### config.mk
export PLATFORM = sky130hd
export DESIGN_NAME = audio_adc_read
export DESIGN_NICKNAME = d
export VERILOG_FILES = /design/src/rtl/audio_adc_read.sv
export SDC_FILE = /design/constraint.sdc
export NUM_CORES = 1
export LEC_CHECK = 0
export BUFFER_PORTS_ARGS = -buffer_cell sky130_fd_sc_hd__buf_2
export CORE_UTILIZATION = 31
export DETAILED_ROUTE_END_ITERATION = 8
export HOLD_SLACK_MARGIN = 0.1
export PLACE_DENSITY = 0.59
export SLEW_MARGIN = 40
export SYNTH_ARGS = -nofsm -noshare
export SYNTH_HDL_FRONTEND = slang
export SYNTH_SLANG_ARGS = --single-unit
### constraint.sdc
create_clock -name clk -period 2.4 [get_ports clk]
set_clock_uncertainty 0.15 [all_clocks]
set_input_delay 0.24 -clock clk [delete_from_list [all_inputs] [get_ports clk]]
set_output_delay 0.24 -clock clk [all_outputs]
set_load 0.02 [all_outputs]
### src/rtl/audio_adc_read.sv
// rtl/audio_adc_read.sv - serial ADC reader: cs/sclk generation, MSB-first capture, quiet gap
module audio_adc_read #(
    parameter int NBITS     = 16,
    parameter int SCLK_DIV  = 4,
    parameter int QUIET_CYC = 4
) (
    input  logic             clk,
    input  logic             resetn,
    input  logic             start_conv,
    input  logic             SDATA,
    output logic             cs,
    output logic             sclk,
    output logic [NBITS-1:0] data_out,
    output logic             ready,
    output logic             dat_valid
);

    localparam int HW = $clog2(SCLK_DIV + 1);
    localparam int BW = $clog2(NBITS + 1);
    localparam int QW = $clog2(QUIET_CYC + 1);
    localparam logic [HW-1:0] HMAX  = HW'(SCLK_DIV - 1);
    localparam logic [BW-1:0] BLAST = BW'(NBITS - 1);
    localparam logic [QW-1:0] QLAST = QW'(QUIET_CYC - 1);

    typedef enum logic [1:0] {IDLE, SHIFT, QUIET} state_t;

    state_t           state_q, state_d;
    logic             cs_q, cs_d;
    logic             sclk_q, sclk_d;
    logic             ready_q, ready_d;
    logic             dat_valid_q, dat_valid_d;
    logic [NBITS-1:0] data_out_q, data_out_d;
    logic [NBITS-1:0] shift_q, shift_d;
    logic [HW-1:0]    hcnt_q, hcnt_d;
    logic [BW-1:0]    bcnt_q, bcnt_d;
    logic [QW-1:0]    qcnt_q, qcnt_d;

    always_comb begin
        state_d     = state_q;
        cs_d        = cs_q;
        sclk_d      = sclk_q;
        ready_d     = ready_q;
        dat_valid_d = 1'b0;
        data_out_d  = data_out_q;
        shift_d     = shift_q;
        hcnt_d      = hcnt_q;
        bcnt_d      = bcnt_q;
        qcnt_d      = qcnt_q;
        case (state_q)
            IDLE: begin
                ready_d = 1'b1;
                if (ready_q && start_conv) begin
                    state_d = SHIFT;
                    ready_d = 1'b0;
                    cs_d    = 1'b0;
                    sclk_d  = 1'b1;
                    hcnt_d  = '0;
                    bcnt_d  = '0;
                    shift_d = '0;
                end
            end
            SHIFT: begin
                if (hcnt_q == HMAX) begin
                    hcnt_d = '0;
                    if (sclk_q) begin
                        sclk_d = 1'b0;
                    end else begin
                        // rising sclk edge: the ADC has held this bit since the fall
                        sclk_d  = 1'b1;
                        shift_d = {shift_q[NBITS-2:0], SDATA};
                        bcnt_d  = bcnt_q + BW'(1);
                        if (bcnt_q == BLAST) begin
                            data_out_d  = {shift_q[NBITS-2:0], SDATA};
                            dat_valid_d = 1'b1;
                            cs_d        = 1'b1;
                            state_d     = QUIET;
                            qcnt_d      = '0;
                        end
                    end
                end else begin
                    hcnt_d = hcnt_q + HW'(1);
                end
            end
            QUIET: begin
                if (qcnt_q == QLAST) begin
                    state_d = IDLE;
                end else begin
                    qcnt_d = qcnt_q + QW'(1);
                end
            end
            default: state_d = IDLE;
        endcase
    end

    always_ff @(posedge clk) begin
        if (!resetn) begin
            state_q     <= IDLE;
            cs_q        <= 1'b1;
            sclk_q      <= 1'b1;
            ready_q     <= 1'b0;
            dat_valid_q <= 1'b0;
            data_out_q  <= '0;
            shift_q     <= '0;
            hcnt_q      <= '0;
            bcnt_q      <= '0;
            qcnt_q      <= '0;
        end else begin
            state_q     <= state_d;
            cs_q        <= cs_d;
            sclk_q      <= sclk_d;
            ready_q     <= ready_d;
            dat_valid_q <= dat_valid_d;
            data_out_q  <= data_out_d;
            shift_q     <= shift_d;
            hcnt_q      <= hcnt_d;
            bcnt_q      <= bcnt_d;
            qcnt_q      <= qcnt_d;
        end
    end

    assign cs        = cs_q;
    assign sclk      = sclk_q;
    assign ready     = ready_q;
    assign dat_valid = dat_valid_q;
    assign data_out  = data_out_q;

endmodule

==> metrics.yaml <==
multi_input_area_sq_um: 832
drt_drc_violations_left: 0
setup_tns_ps: 0
crit_type: "flop to flop"
gr-total-overflow: 0
die_x_um: 79.7
synthCells: 175
drive_gt1_share_pct: 20.2
grt_setup_unrepaired: "no"
fill_cells: 580
met2_length_um: 1470
root_buffer: "clkbuf_8"
power.density_nw_per_um2: 674
setup_viol: 0
path_clk_slew_ps: 90
start_util_pct: 33.0
final_area_sq_um: 2190
synth_most_common_cell: "dfxtp_1"
die_y_um: 79.7
core_sq_um: 5680
synth_top_area_share_pct: 51.3
dpl_cell_area_sq_um: 2060
worstPathRequired_ps: 2450
synth-seq-cells: 48
drv_cap: 0
layout.nets: 212
outcome: "completed"
crit_start: "bcnt_q[0]"
hold_buffers: 1
worst_setup_path_start_kind: "flop"
hold_viol: 0
tritoncts: "built"
fin_crit_sh_pct: 84.7
antenna_found_initial: 0
critPathMaxStageDelay_ps: 400
diodes: 0
holdPathStages: 3
routed_wl_um: 3280
fin_crit_ps: 2030
gp_congestion: 0.803
switchingPower_uw: 314
ys.flop_type: "dfxtp_1"
dieArea_sq_um: 6360
top_layer_used: "met4"
cp_slowest_cell: "dfxtp_1"
peakVddDrop_mv: 0.258
post_cts_buffers: 0
relSlewSlack_pct: 54.8
path_common_cell: "ha_1"
worst_pin_slew_ps: 677
critPathTopFamily: "simple AND/OR/NAND/NOR gates"
path_buf_inv: 1
postSynth.asyncResetShare_pct: 0
grt_pass1_wl_um: 5440
grt_pass1_vias: 1178
swShare_pct: 21.2
htree_num_levels: 2
placementRows: 27
wl_per_cell_um: 11.9
cts.sinks: 48
netlist_area_sq_um: 1870
m1WireLength_um: 1620
drtPass1Iterations: 4
seq_area_sq_um: 961
leakage_nw: 1.03
insertion_delay_ps: 300
timing.rr.start: "bcnt_q[0]"
via_count: 1282
ys_top_cells_by_area: "dfxtp_1, mux2i_1, a22o_1"
syn_avg_cell_area_sq_um: 10.7
ys_seq_area_share_pct: 51.3
reg2reg_to: "data_out[1]"
synth_cell_types: 34
via_per_inst: 4.66
dpl.hpwl_um: 2220
synth_edf_count: 0
synth_common_cells: "dfxtp_1, nor2b_1, a22o_1"
hp-start: "start_conv"
portBuffers: 23
cts.path.max_buffers: 2
yosysWarnings: 0
slew_viol_final: 0
initialDrtViolationCount: 51
cts_resized: 0
end_kind: "flop"
dr_wl_met3_um: 116
cts_buffers: 5
syn_nets: 185
pin_count: 24
postRouteAntennaNets: 0
min_to: "ready"
fmax_mhz: 492
grt_max_degree: 32
comb_power_share_pct: 4.0
crit_path_max_fanout: 17
grt_util_all_layers_pct: 11.2
seqPwrFrac_pct: 54.6
p_int_mw: 1.17
path_cells: "ha_1 > and3_1 > ha_1 > or3b_1 > buf_4 > mux2i_1 > nor2b_1"
r2r_cells: 7
pwr-share-clk_pct: 41.4
rrSetupSlack_ps: 370
yosysTopAreaCell: "dfxtp_1"
hold_class: "input port to flop"
syn_to_final_growth_pct: 17.1
worstPathArrival_ps: 2080
[power groups by stage]
stage | sequential, mW | clock, mW | combinational [mW]
after floorplan | 0.827 | 0 | 0.0383
after global placement | 0.826 | 0 | 0.0584
after detailed placement | 0.826 | 0 | 0.0584
after CTS | 0.807 | 0.634 | 0.0597
after global routing | 0.808 | 0.662 | 0.0651
final | 0.807 | 0.613 | 0.0591
[kinds of logic (layout without fill, tap and decap cells)]
| group | after synthesis | after routing | share of synthesized area, % |
|---|---|---|---|
| AOI/OAI and AO/OA | 42 | 42 | 16.2 |
| muxes | 18 | 18 | 9.75 |
| buffers and inverters | 15 | 43 | 4.27 |
| DFF | 48 | 48 | 51.3 |
| and+or+nand+nor | 46 | 46 | 14.4 |
| adders and majority gates | 6 | 6 | 4.01 |
[how the worst max path moves through the flow]
stage	end	slack (ps)	cells past startpoint
floorplan	data_out[10]	460	8
global route	data_out[6]	240	7
finish	data_out[1]	370	7
global placement	data_out[15]	370	7
CTS	data_out[0]	350	7
detailed placement	data_out[0]	360	7
[registers in the layout, indices dropped and copies added (netlist names)]
register   flops
shift_q       15
hcnt_q         3
ready          1
cs             1
state_q        2
data_out      16
qcnt_q         3
dat_valid      1
bcnt_q         5
sclk           1
[placed cells by master, fill, tap and decap left out, types with 3 or more instances in the layout]
| cell type | netlist | routed |
|---|---|---|
| a22o_1 | 17 | 17 |
| buf_4 | 2 | 6 |
| mux2i_1 | 16 | 16 |
| a21oi_1 | 8 | 8 |
| nor2b_1 | 19 | 19 |
| ha_1 | 6 | 6 |
| inv_1 | 5 | 5 |
| dfxtp_1 | 48 | 48 |
| nand2_1 | 9 | 9 |
| buf_2 | 1 | 23 |
| o21ai_0 | 7 | 7 |
| nand3_1 | 3 | 3 |
| clkbuf_8 | 0 | 6 |
[per-layer routing]
metal  track usage, %  vias to the layer above
met3             3.20                        5
met1             13.2                      590
met2             18.4                       17
met4             5.89                        0
li1                 -                      670
met5                0                        -
[cell type report]
type | count | area share, %
clock inverters | 2 | 1.77
well taps | 72 | 4.11
clock buffers | 6 | 3.76
repair buffers | 30 | 7.76
multi-input cells | 112 | 37.9
inverters | 5 | 0.856
flip-flops and latches | 48 | 43.8
[metrics by stage]
step / worst slack (ps) / cells / hold slack [ps] / power (mW) / util [%]
6_report: 368 / 275 / 130 / 1.48 / 38.6
5_1_grt: 243 / 275 / 155 / 1.54 / 38.6
4_1_cts: 345 / 275 / 126 / 1.50 / 38.6
3_5_place_dp: 361 / 266 / 303 / 0.884 / 36.3
3_3_place_gp: 374 / 266 / 300 / 0.884 / 36.3
2_1_floorplan: 461 / 175 / 216 / 0.866 / -
[worst reg2reg max path, cell delays in order (launching register included)]
cell and delay, ps:
dfxtp_1 400, ha_1 210, and3_1 190, ha_1 170
or3b_1 340, buf_4 230, mux2i_1 190, nor2b_1 60
(Power assumes the default switching activity.)
